`config.mk`:
```
export PLATFORM = sky130hd
export DESIGN_NAME = reset_sequencer
export DESIGN_NICKNAME = d
export VERILOG_FILES = /design/src/rtl/reset_sequencer.sv
export SDC_FILE = /design/constraint.sdc
export NUM_CORES = 1
export LEC_CHECK = 0
export ABC_CLOCK_PERIOD_IN_PS = 2200
export BUFFER_PORTS_ARGS = -buffer_cell sky130_fd_sc_hd__buf_2
export CAP_MARGIN = 20
export CORE_MARGIN = 2
export CORE_UTILIZATION = 40
export CTS_BUF_LIST = sky130_fd_sc_hd__clkbuf_16
export DETAILED_ROUTE_END_ITERATION = 16
export MAX_ROUTING_LAYER = met4
export PLACE_DENSITY = 0.66
export SETUP_SLACK_MARGIN = 0.2
export SKIP_CTS_REPAIR_TIMING = 1
export SYNTH_ARGS = -nofsm -noshare
export SYNTH_HDL_FRONTEND = slang
export SYNTH_SLANG_ARGS = --single-unit
```
`constraint.sdc`:
```
create_clock -name clk -period 2.2 [get_ports clk]
set_input_delay 0.33 -clock clk [delete_from_list [all_inputs] [get_ports clk]]
set_output_delay 0.33 -clock clk [all_outputs]
set_load 0.005 [all_outputs]
```
`src/rtl/reset_sequencer.sv`:
```
// reset_sequencer: staggered multi-channel reset release with debounced manual reset and cause reporting.
module reset_sequencer #(
  parameter int CHANNELS = 3,
  parameter int HOLD = 4,
  parameter int STAGGER = 2,
  parameter int DEBOUNCE = 3,
  parameter int MANUAL_W = 21,
  parameter logic [MANUAL_W-1:0] MANUAL_MASK = 21'h10009
) (
  input  logic                clk,
  input  logic                rst_n,
  input  logic [MANUAL_W-1:0] manual,
  output logic [CHANNELS-1:0] rst_out,
  output logic                done,
  output logic [1:0]          cause
);
  localparam int CW = $clog2((HOLD > STAGGER ? HOLD : STAGGER) + 1);
  localparam int DW = $clog2(DEBOUNCE + 1);
  typedef enum logic [1:0] {S_HOLD, S_RELEASE, S_RUN, S_MANUAL} state_t;
  state_t state_q = S_HOLD, state_d;
  logic [CW-1:0] cnt_q = '0, cnt_d;
  logic [DW-1:0] deb_q = '0, deb_d;
  logic [MANUAL_W-1:0] sync1_q = '0, sync2_q = '0, sync1_d, sync2_d;
  logic level_q = 1'b0, level_d;
  logic [CHANNELS-1:0] rst_out_q = '1, rst_out_d, shifted;
  logic done_q = 1'b0, done_d;
  logic [1:0] cause_q = 2'd0, cause_d;
  logic combo, differ, toggle;
  always_comb begin
    combo = &(sync2_q & MANUAL_MASK | ~MANUAL_MASK);
    differ = combo != level_q;
    toggle = differ && deb_q == DW'(DEBOUNCE - 1);
    shifted = rst_out_q << 1;
    sync1_d = manual;
    sync2_d = sync1_q;
    deb_d = (toggle || !differ) ? '0 : deb_q + 1'b1;
    level_d = level_q ^ toggle;
    state_d = state_q;
    cnt_d = cnt_q;
    rst_out_d = rst_out_q;
    cause_d = cause_q;
    if (!rst_n) begin
      state_d = S_HOLD;
      cnt_d = '0;
      sync1_d = '0;
      sync2_d = '0;
      deb_d = '0;
      level_d = 1'b0;
      rst_out_d = '1;
      cause_d = 2'd1;
    end else if (toggle && !level_q) begin
      state_d = S_MANUAL;
      cnt_d = '0;
      rst_out_d = '1;
      cause_d = 2'd2;
    end else if (toggle && state_q == S_MANUAL) begin
      // the accepting edge itself is the first counted hold cycle
      state_d = S_HOLD;
      cnt_d = CW'(1);
    end else if (state_q == S_HOLD) begin
      cnt_d = cnt_q == CW'(HOLD) ? '0 : cnt_q + 1'b1;
      rst_out_d = cnt_q == CW'(HOLD) ? shifted : rst_out_q;
      state_d = cnt_q != CW'(HOLD) ? S_HOLD : shifted == '0 ? S_RUN : S_RELEASE;
    end else if (state_q == S_RELEASE) begin
      cnt_d = cnt_q == CW'(STAGGER - 1) ? '0 : cnt_q + 1'b1;
      rst_out_d = cnt_q == CW'(STAGGER - 1) ? shifted : rst_out_q;
      state_d = cnt_q == CW'(STAGGER - 1) && shifted == '0 ? S_RUN : S_RELEASE;
    end
    done_d = state_d == S_RUN;
  end
  always_ff @(posedge clk) begin
    state_q <= state_d;
    cnt_q <= cnt_d;
    deb_q <= deb_d;
    sync1_q <= sync1_d;
    sync2_q <= sync2_d;
    level_q <= level_d;
    rst_out_q <= rst_out_d;
    done_q <= done_d;
    cause_q <= cause_d;
  end
  assign rst_out = rst_out_q;
  assign done = done_q;
  assign cause = cause_q;
endmodule

```
-- Yosys cells after proc, flatten, opt, wreduce, memory -nomap -nowiden
Cells that the tools add are included.
- $add $sub $neg: 2
- eq/ne operators: 9
- multiplexer cells: 17
- bitwise operators: 3
- reductions and logical operators: 17
- operators with widths (kind ; number):
    two-way mux 3 bit ; 8
    two-way mux 2 bit ; 8
    equality test 2 bit, second input constant ; 3
    logical AND 1 bit ; 4
    AND reduction 4 bit ; 1
    nonzero test 2 bit ; 2
    OR reduction 2 bit ; 2
    adder 3 x 1 -> 3 bit, second input constant ; 1
    equality test 3 x 1 -> 1 bit, second input constant ; 1
    equality test 3 bit, second input constant ; 1
    zero test 3 bit ; 1
    inequality test 3 bit, second input constant ; 1
    AND reduction 3 bit ; 1
    nonzero test 3 bit ; 1
    OR reduction 3 bit ; 1
    adder 2 x 1 -> 2 bit, second input constant ; 1
    equality test 2 x 1 -> 1 bit, second input constant ; 1
    zero test 1 bit ; 2
    zero test 2 bit ; 1
    inequality test 2 x 1 -> 1 bit, second input constant ; 1
    inverter 1 bit ; 2
    logical OR 1 bit ; 1
    two-way mux 1 bit ; 1
    inequality test 1 bit ; 1
    bitwise XOR 1 bit ; 1
- bits in registers: 48
- input port bits: 23
- output and inout port bits: 6

-- Logic depth before layout (Yosys ltp)
- depth after elaboration: 9
- mapped depth: 7
- gate-level depth less buffers: 6

-- Worst setup path before layout
No wires, ideal clock.
- path type: flip-flop to flip-flop
- start point: register cnt_q[1]
- end point: register state_q[0]
- data arrival time: 1396 ps
- slack: 689 ps
- stages on the path, launching flop included: 7
- buffers on the path: 0
- clock period less this slack: 1511 ps
- cells stage by stage: dfxtp_1 -> inv_1 -> ha_1 -> or4b_4 -> a21oi_2 -> o31ai_1 -> and3_1
- longest elaborated chain between the ends: 8
- elaborated cells between the ends (all ways): 10
- classes of those cells: 2 x eq/ne; 7 x mux; 1 x reduce/logical
- RTL lines (element ; line ; text):
    start, declared ; 21 ; logic [CW-1:0] cnt_q = '0, cnt_d;
    start signal, assigned ; 73 ; cnt_q <= cnt_d;
    equality test 3 x 1 -> 1 bit ; 67 ; state_d = cnt_q == CW'(STAGGER - 1) && shifted == '0 ? S_RUN : S_RELEASE;
    logical AND 1 bit ; 67 ;
    two-way mux 2 bit ; 67 ;
    two-way mux 2 bit ; 64 ; end else if (state_q == S_RELEASE) begin
    two-way mux 2 bit * ; 60 ; end else if (state_q == S_HOLD) begin
    two-way mux 2 bit * ; 56 ; end else if (toggle && state_q == S_MANUAL) begin
    two-way mux 2 bit * ; 51 ; end else if (toggle && !level_q) begin
    two-way mux 2 bit * ; 42 ; if (!rst_n) begin
    named net state_d[0] ; 20 ; state_t state_q = S_HOLD, state_d;
    end signal, assigned ; 72 ; state_q <= state_d;
    end, declared ; 20 ;
The timed path passes the listed nets; every way through them passes the cells marked *.
A chain may end at the register's enable or synchronous reset.

-- Final worst setup path
- start point: register cnt_q[0]
- end point: register state_q[0]
The elaborated chain is that of the path after synthesis.

==> results.txt <==
----------------------------------------------------
[Global route]
  Largest net degree at the start of global routing ... 18
  Antenna violations before repair ... 0
  GRT Overall Usage ... 0.1335
  Vias in the first global route ... ~590
  First-pass GRT wire length ... 2.490 mm
  Sum of overflow across all layers after global routing ... 0

[Setup path]
  Reg-to-Reg Start ... cnt_q[0]
  Worst r2r dst ... state_q[0]
  Worst path arrival time ... 1.79 ns
  Startpoint Class ... flop
  Worst r2r path cells ... 5
  Required time of the critical path ... 2.34 ns
  Path type of the worst setup path ... reg2reg
  Maximum fanout encountered on the critical timing path ... 4
  Kind of end point of the critical path ... flop
  Reg2Reg Setup Slack ... around 0.55 ns

[Clock tree]
  Number of buffers on the longest clock path ... 2
  Number of buffers created by CTS ... 3
  CTS Root Cell ... sky130_fd_sc_hd__clkbuf_16
  Clock H-tree levels ... 1
  Clock tree from TritonCTS ... yes
  Worst skew pair latency ... approximately 0.24 ns
  Clock slew at the register clock pins of the worst setup and hold paths ... 0.05 ns
  Clock sinks ... 20

[Finish]
  Total of fill cells in the finished design ... around 190
  Fin util ... 0.5013
  Final net count ... 131
  Ratio of cells with drive above 1 in the final layout ... 0.1942
  Area Overhead vs Synth ... 16.94%
  Total non-filler cell area in the finished layout ... 993.5 sq um
  Diodes inserted ... 0

[Synthesis]
  Yosys cell types ... 27
  Synth Net Count ... 119
  Synthesized instance count ... 92
  Mean area per synthesized cell ... 9.234 sq um
  Cell Area, Synth ... 849.6 sq um
  FF+latch count, synth ... 20
  Sequential cell area fraction in the yosys report ... 0.4713
  Synthesis Warnings ... 0

[Power]
  P per Cell Area ... 804.5 nW/um^2
  Leakage ... 0.3906 nW
  Maximum resistive drop on vdd ... 0.0005678 V

[STA]
  Pins Over Slew Limit ... 0
  Clock Skews ... roughly 0.0014 ns
  Maximum clock rate ... 605.2 MHz
  Shortest clock period the worst path allows after layout ... 1.652 ns
  Hold Worst Slack ... between 0.2 and 0.3 ns
  Unrepaired setup endpoints after global routing ... false
  Total setup violations reported at the end of the flow ... 0
  Hold Violations, Final ... 0
  Final period util ... 0.7511
  Slack of the critical path ... 0.5475 ns
  Accumulated negative setup slack ... 0 ns
  Slew at the pin with the worst max-slew slack ... 0.4223 ns
  Worst relative slew slack ... 0.7155

[Run]
  Max-cap violations ... 0

[Floorplanning]
  Die outline height ... around 50 um
  X dimension of the die ... approximately 50 um
  Initial core utilization ... 0.4287
  Die Area ... approximately 2500 sq um
  Total number of placement rows ... 16
  Top-level I/O count ... 29
  Floorplan core area ... 1982 sq um

[Drt]
  Routed wire length per instance ... 10.82 um
  Post-detailed-route DRC marker count ... 0
  Average via count per standard cell ... 4.946
  Wirelength, routed ... 1.407 mm
  Count of vias placed by the detailed router ... 643
  Router iterations before antenna repair ... 3
  1st-iter DRT viols ... 10
  Antenna viol nets, final ... 0

[Outcome]
  Run status ... complete, no violations

[Worst hold path]
  Number of cells on the worst hold path ... 2
  Worst hold path type ... in2reg
  Min-Delay Endpoint ... sync1_q[0]
  Start point of the worst min-delay path ... manual[0]

[Placed design]
  Port-buffer cells ... 10
  Half-perimeter wire length after placement ... ~1000 um
  GPL Wtd Cong ... 0.7542
  Total placed instance area ... between 900 and 1000 sq um
  Worst-case setup slack after placement ... between 0.5 and 0.6 ns

----------------------------------------------------
## report_power, final
group | switching, mW | total, mW | internal (mW)
logic | 0.0276 | 0.0514 | 0.0237
clock network | 0.119 | 0.361 | 0.241
registers | 0.0109 | 0.387 | 0.376
total | 0.158 | 0.799 | 0.641
## worst max path at each step
stage,startpoint,end
5_1_grt,cnt_q[1],state_q[0]
6_report,cnt_q[0],state_q[0]
4_1_cts,cnt_q[0],state_q[0]
3_3_place_gp,cnt_q[0],state_q[0]
3_5_place_dp,cnt_q[0],state_q[0]
2_1_floorplan,cnt_q[1],state_q[0]
## worst max-delay path, stage by stage, from the launching register on
cell	delay (ns)
sky130_fd_sc_hd__dfxtp_1	0.38
sky130_fd_sc_hd__ha_1	0.23
sky130_fd_sc_hd__or4b_4	0.48
sky130_fd_sc_hd__a21oi_2	0.18
sky130_fd_sc_hd__o31ai_1	0.08
sky130_fd_sc_hd__and3_1	0.18
## layer usage
metal | up-vias | GRT usage | part of all wire
li1 | 338 | - | -
met1 | 294 | 0.1635 | 0.47
met2 | 9 | 0.2061 | 0.50
met3 | 2 | 0.02727 | 0.025
met4 | 0 | 0.06944 | 0.0092
met5 | - | - | 0
## cells by family after synthesis
| kind of cell | Yosys count | synth area share |
|---|---|---|
| XOR/XNOR | 1 | 0.01031 |
| AND/OR/NAND/NOR | 37 | 0.2459 |
| buffers and inverters | 11 | 0.05744 |
| flip-flops | 20 | 0.4713 |
| multiplexers | 3 | 0.03682 |
| adder cells (fa/ha/maj) | 4 | 0.05891 |
| AO/OA/AOI/OAI | 16 | 0.1193 |
## layout by cell type, fill, tap and decap left out
master	instances
sky130_fd_sc_hd__nand2_1	8
sky130_fd_sc_hd__o211ai_1	1
sky130_fd_sc_hd__nand3_1	6
sky130_fd_sc_hd__mux2_2	1
sky130_fd_sc_hd__or2_2	2
sky130_fd_sc_hd__inv_1	8
sky130_fd_sc_hd__nand4_1	4
sky130_fd_sc_hd__nor3_2	1
sky130_fd_sc_hd__mux2i_1	2
sky130_fd_sc_hd__nor2_1	4
sky130_fd_sc_hd__o21ai_0	2
sky130_fd_sc_hd__ha_1	4
sky130_fd_sc_hd__a31oi_1	3
sky130_fd_sc_hd__and2_1	6
sky130_fd_sc_hd__a21oi_1	5
sky130_fd_sc_hd__clkinv_1	1
sky130_fd_sc_hd__a2111oi_0	1
sky130_fd_sc_hd__clkbuf_16	3
sky130_fd_sc_hd__a21boi_0	2
sky130_fd_sc_hd__o31ai_1	1
sky130_fd_sc_hd__buf_2	10
sky130_fd_sc_hd__dfxtp_1	20
sky130_fd_sc_hd__xnor2_1	1
sky130_fd_sc_hd__and2_2	1
sky130_fd_sc_hd__nand3b_1	2
sky130_fd_sc_hd__or4b_4	1
sky130_fd_sc_hd__a21oi_2	1
sky130_fd_sc_hd__and3_1	2
## through the flow
step           std cells  power (mW)
5_1_grt              130      0.8333
3_3_place_gp         126      0.4441
4_1_cts              130      0.8104
6_report             130      0.7992
2_1_floorplan         92      0.4305
3_5_place_dp         126      0.4452
## registers in the layout (all words and copies together) (netlist names), named ones only
name     flops
cnt_q        3
rst_out      3
sync1_q      3
sync2_q      3
cause        2
deb_q        2
state_q      2
done         1
## Yosys cell counts (all sizes together)
library cell	number	area, sq um
dfxtp	20	400.4
nand3b	2	15.01
inv	8	30.03
nand3	6	30.03
nor3	1	10.01
xnor2	1	8.760
buf	1	11.26
nor2	4	15.01
clkbuf	2	7.510
o211ai	1	7.510
or2	2	12.51
nand2	8	30.03
or4b	1	13.76
a31oi	3	18.77
o21ai	2	10.01
and3	2	12.51
a21boi	2	15.01
mux2i	2	20.02
and2	7	45.05
o31ai	1	7.510
mux2	1	11.26
a21oi	6	33.78
nand4	4	25.02
ha	4	50.05
a2111oi	1	8.760
## layout make-up
class | count | area (sq um) | share of cell area
Tap cell | 27 | 33.78 | 0.03401
Timing Repair Buffer | 10 | 50.05 | 0.05038
Multi-Input combinational cell | 61 | 400.4 | 0.4030
Sequential cell | 20 | 400.4 | 0.4030
Inverter | 8 | 30.03 | 0.03023
Clock inverter | 1 | 3.754 | 0.003778
Clock buffer | 3 | 75.07 | 0.07557
No activity file was read; power rests on OpenSTA's default activity.
